==> src/rtl/mult32x32_arb_if.sv <==
// mult32x32_arb_if
//   Bundles the requester-side handshake and the shared-multiplier bus of
//   mult32x32_arb.
//   Requester side : req[1:0], a0/b0, a1/b1 in; gnt[1:0], done[1:0],
//                    result[63:0], err, arb_busy out.
//   Multiplier side: mult_start, mult_a, mult_b out; mult_busy,
//                    mult_product in.
//   slave  modport : the arbiter's view.
//   master modport : the environment's view (requesters plus multiplier).
interface mult32x32_arb_if;
  logic [1:0]  req;
  logic [31:0] a0;
  logic [31:0] b0;
  logic [31:0] a1;
  logic [31:0] b1;
  logic [1:0]  gnt;
  logic [1:0]  done;
  logic [63:0] result;
  logic        err;
  logic        arb_busy;
  logic        mult_start;
  logic [31:0] mult_a;
  logic [31:0] mult_b;
  logic        mult_busy;
  logic [63:0] mult_product;

  modport slave (
    input  req, a0, b0, a1, b1, mult_busy, mult_product,
    output gnt, done, result, err, arb_busy, mult_start, mult_a, mult_b
  );

  modport master (
    output req, a0, b0, a1, b1, mult_busy, mult_product,
    input  gnt, done, result, err, arb_busy, mult_start, mult_a, mult_b
  );
endinterface

==> src/rtl/mult32x32_arb.sv <==
// mult32x32_arb
//   Round-robin arbiter that lets two requesters share one external
//   32x32 multiplier. It latches the winner's operands, pulses mult_start,
//   follows mult_busy high and then low, and returns the product together
//   with a one-cycle done pulse. A saturating watchdog aborts a wait state
//   that lasts too long; the abort is reported through err.
//   Ports: clk (rising edge), reset (asynchronous, active high), and
//   bus (mult32x32_arb_if.slave). Every output is driven from a flop.
module mult32x32_arb #(
  parameter int WDOG_MAX = 15
) (
  input  logic                  clk,
  input  logic                  reset,
  mult32x32_arb_if.slave        bus
);

  localparam int CW = (WDOG_MAX < 1) ? 1 : $clog2(WDOG_MAX + 1);
  localparam logic [CW-1:0] WDOG_LIM = CW'(WDOG_MAX);

  typedef enum logic [2:0] {
    IDLE    = 3'd0,
    ISSUE   = 3'd1,
    WAIT_HI = 3'd2,
    WAIT_LO = 3'd3,
    RESP    = 3'd4
  } state_t;

  state_t      state_q, state_d;
  logic [1:0]  gnt_q, gnt_d;
  logic [1:0]  done_q, done_d;
  logic [63:0] result_q, result_d;
  logic        err_q, err_d;
  logic        mult_start_q, mult_start_d;
  logic [31:0] mult_a_q, mult_a_d;
  logic [31:0] mult_b_q, mult_b_d;
  logic [CW-1:0] cnt_q, cnt_d;
  logic        arb_busy_q, arb_busy_d;
  // last_q: 1 means port 1 was served last, so port 0 wins the next tie.
  logic        last_q, last_d;
  logic        win_s;
  logic [CW-1:0] cnt_inc_s;

  // Next-state, grant selection, operand latching and watchdog logic.
  always_comb begin
    state_d      = state_q;
    gnt_d        = gnt_q;
    done_d       = 2'b00;
    result_d     = result_q;
    err_d        = 1'b0;
    mult_start_d = 1'b0;
    mult_a_d     = mult_a_q;
    mult_b_d     = mult_b_q;
    cnt_d        = cnt_q;
    last_d       = last_q;
    // Port 1 wins when it is alone, or on a tie when port 0 was served last.
    win_s        = bus.req[1] & (~bus.req[0] | ~last_q);
    // Saturating increment: the counter never wraps past WDOG_MAX.
    if (cnt_q == WDOG_LIM) begin
      cnt_inc_s = cnt_q;
    end else begin
      cnt_inc_s = cnt_q + CW'(1);
    end

    case (state_q)
      IDLE: begin
        if (bus.req != 2'b00) begin
          gnt_d        = win_s ? 2'b10 : 2'b01;
          last_d       = win_s;
          mult_a_d     = win_s ? bus.a1 : bus.a0;
          mult_b_d     = win_s ? bus.b1 : bus.b0;
          mult_start_d = 1'b1;
          state_d      = ISSUE;
        end else begin
          state_d = IDLE;
        end
      end
      ISSUE: begin
        cnt_d   = {CW{1'b0}};
        state_d = WAIT_HI;
      end
      WAIT_HI: begin
        if (bus.mult_busy) begin
          cnt_d   = {CW{1'b0}};
          state_d = WAIT_LO;
        end else begin
          cnt_d = cnt_inc_s;
          if (cnt_inc_s == WDOG_LIM) begin
            err_d   = 1'b1;
            done_d  = gnt_q;
            state_d = RESP;
          end else begin
            state_d = WAIT_HI;
          end
        end
      end
      WAIT_LO: begin
        if (!bus.mult_busy) begin
          result_d = bus.mult_product;
          err_d    = 1'b0;
          done_d   = gnt_q;
          state_d  = RESP;
        end else begin
          cnt_d = cnt_inc_s;
          if (cnt_inc_s == WDOG_LIM) begin
            err_d   = 1'b1;
            done_d  = gnt_q;
            state_d = RESP;
          end else begin
            state_d = WAIT_LO;
          end
        end
      end
      RESP: begin
        gnt_d   = 2'b00;
        state_d = IDLE;
      end
      default: begin
        gnt_d   = 2'b00;
        state_d = IDLE;
      end
    endcase

    arb_busy_d = (state_d != IDLE);
  end

  // State and output registers; reset abandons any operation in flight.
  always_ff @(posedge clk or posedge reset) begin
    if (reset) begin
      state_q      <= IDLE;
      gnt_q        <= 2'b00;
      done_q       <= 2'b00;
      result_q     <= 64'd0;
      err_q        <= 1'b0;
      mult_start_q <= 1'b0;
      mult_a_q     <= 32'd0;
      mult_b_q     <= 32'd0;
      cnt_q        <= {CW{1'b0}};
      arb_busy_q   <= 1'b0;
      last_q       <= 1'b1;
    end else begin
      state_q      <= state_d;
      gnt_q        <= gnt_d;
      done_q       <= done_d;
      result_q     <= result_d;
      err_q        <= err_d;
      mult_start_q <= mult_start_d;
      mult_a_q     <= mult_a_d;
      mult_b_q     <= mult_b_d;
      cnt_q        <= cnt_d;
      arb_busy_q   <= arb_busy_d;
      last_q       <= last_d;
    end
  end

  assign bus.gnt        = gnt_q;
  assign bus.done       = done_q;
  assign bus.result     = result_q;
  assign bus.err        = err_q;
  assign bus.arb_busy   = arb_busy_q;
  assign bus.mult_start = mult_start_q;
  assign bus.mult_a     = mult_a_q;
  assign bus.mult_b     = mult_b_q;

endmodule

==> src/flat_wrapper.sv <==
// flat-port wrapper written by rule: the top's interface ports become plain ports
module mult32x32_arb_flat 
#(
  parameter int WDOG_MAX = 15
)
  (clk, reset, bus_req, bus_a0, bus_b0, bus_a1, bus_b1, bus_mult_busy, bus_mult_product, bus_gnt, bus_done, bus_result, bus_err, bus_arb_busy, bus_mult_start, bus_mult_a, bus_mult_b);
  mult32x32_arb_if bus_i ();
  input  logic clk;
  input  logic reset;
  input wire logic [$bits(bus_i.req)-1:0] bus_req;
  input wire logic [$bits(bus_i.a0)-1:0] bus_a0;
  input wire logic [$bits(bus_i.b0)-1:0] bus_b0;
  input wire logic [$bits(bus_i.a1)-1:0] bus_a1;
  input wire logic [$bits(bus_i.b1)-1:0] bus_b1;
  input wire logic [$bits(bus_i.mult_busy)-1:0] bus_mult_busy;
  input wire logic [$bits(bus_i.mult_product)-1:0] bus_mult_product;
  output wire logic [$bits(bus_i.gnt)-1:0] bus_gnt;
  output wire logic [$bits(bus_i.done)-1:0] bus_done;
  output wire logic [$bits(bus_i.result)-1:0] bus_result;
  output wire logic [$bits(bus_i.err)-1:0] bus_err;
  output wire logic [$bits(bus_i.arb_busy)-1:0] bus_arb_busy;
  output wire logic [$bits(bus_i.mult_start)-1:0] bus_mult_start;
  output wire logic [$bits(bus_i.mult_a)-1:0] bus_mult_a;
  output wire logic [$bits(bus_i.mult_b)-1:0] bus_mult_b;
  assign bus_i.req = bus_req;
  assign bus_i.a0 = bus_a0;
  assign bus_i.b0 = bus_b0;
  assign bus_i.a1 = bus_a1;
  assign bus_i.b1 = bus_b1;
  assign bus_i.mult_busy = bus_mult_busy;
  assign bus_i.mult_product = bus_mult_product;
  assign bus_gnt = bus_i.gnt;
  assign bus_done = bus_i.done;
  assign bus_result = bus_i.result;
  assign bus_err = bus_i.err;
  assign bus_arb_busy = bus_i.arb_busy;
  assign bus_mult_start = bus_i.mult_start;
  assign bus_mult_a = bus_i.mult_a;
  assign bus_mult_b = bus_i.mult_b;
  mult32x32_arb #(.WDOG_MAX(WDOG_MAX)) u_core (.clk(clk), .reset(reset), .bus(bus_i));
endmodule
==> config.mk <==
export PLATFORM = sky130hd
export DESIGN_NAME = mult32x32_arb_flat
export DESIGN_NICKNAME = d
export VERILOG_FILES = /design/src/rtl/mult32x32_arb_if.sv /design/src/rtl/mult32x32_arb.sv /design/src/flat_wrapper.sv
export SDC_FILE = /design/constraint.sdc
export NUM_CORES = 1
export LEC_CHECK = 0
export BUFFER_PORTS_ARGS = -buffer_cell sky130_fd_sc_hd__buf_2
export CORE_AREA = 2 2 130 132
export DETAILED_ROUTE_END_ITERATION = 10
export DIE_AREA = 0 0 132 134
export GPL_TIMING_DRIVEN = 0
export PLACE_DENSITY = 0.69
export SYNTH_ARGS = -nofsm -noshare
export SYNTH_HDL_FRONTEND = slang
export SYNTH_SLANG_ARGS = --single-unit
export TNS_END_PERCENT = 10
==> constraint.sdc <==
create_clock -name clk -period 5.4 [get_ports clk]
set_input_delay 0.27 -clock clk [delete_from_list [all_inputs] [get_ports clk]]
set_output_delay 0.27 -clock clk [all_outputs]
set_load 0.02 [all_outputs]
==> run_results.csv <==
group,metric,value,unit
synthesis,synth-main-ff-cell,"dfrtp_1",
global_routing,antenna_violations_before_repair,0,
finish,finalNonFillerCells,1070,
placed_design,place_ws,3557,ps
clock_network,clk_transition_reported_paths,60,ps
synthesis,yosysUniqueCellTypes,34,
global_routing,grt_remaining_overflow,0,
global_routing,grtUsageTotal,18.48,%
worst_setup_path,rr_endpoint,"u_core.bus.mult_a[9]",
power_and_ir_drop,switchingPower,2.177,mW
worst_setup_path,worstSetupPathType,"register to register",
drt,drtAntennaViolNets,0,
synthesis,syn-mean-instance-area,12.51,um2
floorplan,die_h,134,um
global_routing,grt_max_degree,78,
sta,final_hold_viol_count,0,
run,maxCapViolCount,0,
synthesis,post_synth_instance_area,0.006067,mm2
worst_setup_path,critical_path.max_fanout,10,
floorplan,floorplan.die_area,0.01769,mm2
power_and_ir_drop,comb_power_share,43.4,%
synthesis,synth_nets,683,
finish,antenna-diode-count,0,
sta,timing.max_slew.rel_slack,57.66,%
synthesis,compound_gate_fraction_of_synth_area,7.300,%
sta,setup_violations,0,
clock_network,cts_inserted_buffers,17,
worst_setup_path,arrival,2040,ps
clock_network,clk_latency,420,ps
floorplan,floorplan.die.width,132,um
placed_design,post-place-cells,1037,
power_and_ir_drop,power.share.sequential,34.4,%
synthesis,yosys.area_share.adder,0.2062,%
floorplan,io_pins,332,
sta,grt_setup_unrepaired,"no",
finish,layout-area-overhead-vs-synth,42.52,%
synthesis,synth.top_cells.by_count,"142 x dfrtp_1, 69 x nor2_1, 68 x a21oi_1, 65 x mux2i_1, 50 x mux2_1",
power_and_ir_drop,power.internal,3.192,mW
hold_path,timing.hold.worst.class,"primary input to register",
synthesis,synthSimpleGateAreaFrac,6.764,%
worst_setup_path,worst_r2r_startpoint,"u_core.state_q[2]",
drt,detailedRoute.firstIterationViolations,159,
synthesis,ys_seq_area_share,59.00,%
sta,holdWs,66.02,ps
clock_network,clockBufferDepth,2,
synthesis,yosys.area_share.xor_xnor,0.1444,%
clock_network,clkSinkCount,143,
floorplan,initial_utilization,37.25,%
floorplan,placeableCoreArea,0.01629,mm2
synthesis,postSynthRegisterBits,143,
sta,timing_worst_slew_pin_value,635.2,ps
drt,dr_total_vias,4903,
floorplan,floorplan.rows,47,
drt,remaining_drc_errors,0,
sta,finalCritPeriodShare,32.62,%
synthesis,ys.warnings.count,0,
power_and_ir_drop,vdd_ir_drop_max,249.5,uV
placed_design,routabilityCongestion,0.7870,
worst_setup_path,startpoint_type_of_the_worst_setup_path,"register",
sta,clock-skew-final,8.454,ps
synthesis,synth.mux.area_fraction,22.79,%
sta,final_period_minus_worst_setup_slack,1761,ps
placed_design,dp.final_hpwl,12360,um
worst_setup_path,rr_worst_depth,5,
sta,fmax,567.8,MHz
synthesis,gate_count_after_technology_mapping,485,
sta,total_count_of_max_transition_violations_in_the_final_report,0,
finish,num-nets-final,1035,
drt,total_wire_length_after_detailed_routing,16050,um
hold_path,hold_path_depth,2,
hold_path,min_to,"u_core.bus.result[13]",
hold_path,worst_hold_startpoint,"bus_mult_product[13]",
worst_setup_path,reg2reg_setup_slack,3640,ps
placed_design,place.port_buffers,331,
finish,number_of_fillers_in_the_final_layout,1482,
global_routing,vias_in_the_first_global_route,4864,
worst_setup_path,critPathRequiredTime,5680,ps
finish,layout_cell_share_with_drive_strength_beyond_1,48.94,%
sta,totalNegativeSetupSlack,0,ps
drt,avgViaCountPerCell,4.582,
finish,area.sequential,0.003580,mm2
power_and_ir_drop,power.static_leakage,4.349,nW
synthesis,netlist.area_leader.share,58.57,%
status,outcome,"completed",
finish,multiInputGateArea,0.002257,mm2
global_routing,grt_pass1_wl,25640,um
power_and_ir_drop,power-per-cell-area,620.9,mW/mm2
sta,setup_slack,3639,ps
drt,drt-pass1-iter-count,4,
synthesis,synth.most_common_cell,"dfrtp_1",
synthesis,synth_top_family_by_area,"multiplexers",
synthesis,area_leader_netlist,"dfrtp_1",
clock_network,cts_root_buffer,"clkbuf_16",
worst_setup_path,endpoint_kind,"register",
drt,wl_per_cell,15.00,um
synthesis,synth-edff-count,0,
clock_network,cts_tree,"built",
power_and_ir_drop,switching_share,40.54,%
synthesis,post_synth_main_area_contributors,"dfrtp_1 59%, mux2i_1 11%, mux2_1 9.3%",
clock_network,cts-resized-gates,0,
clock_network,ctsHtreeMaxLevel,4,
power_and_ir_drop,clock_power_share,22.2,%
synthesis,synth-async-reset-ratio,100.0,%
critical path, cell delays in order, from the launching register on:
cell	delay, ps
dfrtp_1	350
buf_2	170
nor4_4	450
buf_4	290
buf_2	260
a21oi_1	110
cell families (layout without fill, tap and decap cells):
| group | after synthesis | after routing |
|---|---|---|
| AO/OA/AOI/OAI | 80 | 80 |
| XOR/XNOR | 1 | 1 |
| multiplexers | 130 | 130 |
| adder cells (fa/ha/maj) | 1 | 1 |
| flip-flops | 143 | 143 |
| buffers and inverters | 37 | 402 |
| AND/OR/NAND/NOR | 93 | 93 |
sequential cells by signal (all words and copies together) (netlist names):
signal                 cells
u_core.last_q              1
u_core.bus.err             1
u_core.bus.mult_b         32
u_core.state_q             3
u_core.bus.mult_start      1
u_core.bus.done            2
u_core.bus.result         64
u_core.bus.arb_busy        1
u_core.bus.mult_a         32
u_core.cnt_q               4
u_core.bus.gnt             2
layout by cell type (no fill, tap or decap), types with 4 or more instances in the layout:
cell type	n
nand2b_1	4
a21oi_1	68
dfrtp_1	142
mux2_1	50
nor2_1	69
mux2_2	15
buf_6	5
nor2b_1	4
inv_6	7
nand2_1	7
buf_2	347
mux2i_1	65
inv_1	5
buf_4	8
clkbuf_16	17
power by group through the flow:
stage               clock [mW]  combinational, mW  sequential [mW]
floorplan                    0              0.888             2.48
global placement             0               2.33             1.84
detailed placement           0               2.38             1.86
CTS                       1.22               2.37             1.85
global route              1.28               2.53             1.92
finish                    1.19               2.33             1.85
worst max path at each step:
stage / to / slack [ps] / from / depth (start not counted)
after floorplan: u_core.bus.arb_busy / 1290 / reset / 1
after global placement: u_core.bus.mult_a[4] / -380 / reset / 2
after detailed placement: u_core.bus.mult_a[9] / 3560 / u_core.state_q[2] / 5
after CTS: u_core.bus.mult_a[9] / 3540 / u_core.state_q[2] / 5
after global routing: u_core.bus.mult_a[12] / 3440 / u_core.state_q[2] / 6
final: u_core.bus.mult_a[9] / 3640 / u_core.state_q[2] / 5
per-layer routing:
metal	part of all wire, %	up-vias	global-route usage [%]
met3	6.7	17	4.989
li1	-	2401	-
met5	0	-	0
met4	1.4	0	5.676
met1	40	2282	22.15
met2	52	203	32.52
what timing repair did:
action,CTS,global route
setup buffers,0,0
endpoints found under the hold margin,65,0
hold buffers,1,0
area by class of cell:
class	count	share of cell area (%)
sequential	143	41.40
inverter	6	0.3183
tap	220	3.183
multi-input combinational	305	26.10
clock inverter	14	1.924
clock buffer	18	5.079
timing repair buffer	333	19.59
buffer	31	2.402
metrics by stage:
step | total power [mW] | instance area, um2 | utilization (%)
floorplan | 3.364 | 6067 | -
global placement | 4.171 | 7999 | 49.11
detailed placement | 4.235 | 8031 | 49.30
CTS | 5.439 | 8647 | 53.08
global route | 5.721 | 8647 | 53.08
finish | 5.369 | 8647 | 53.08
Note: power is estimated with default switching activity, not from simulation.
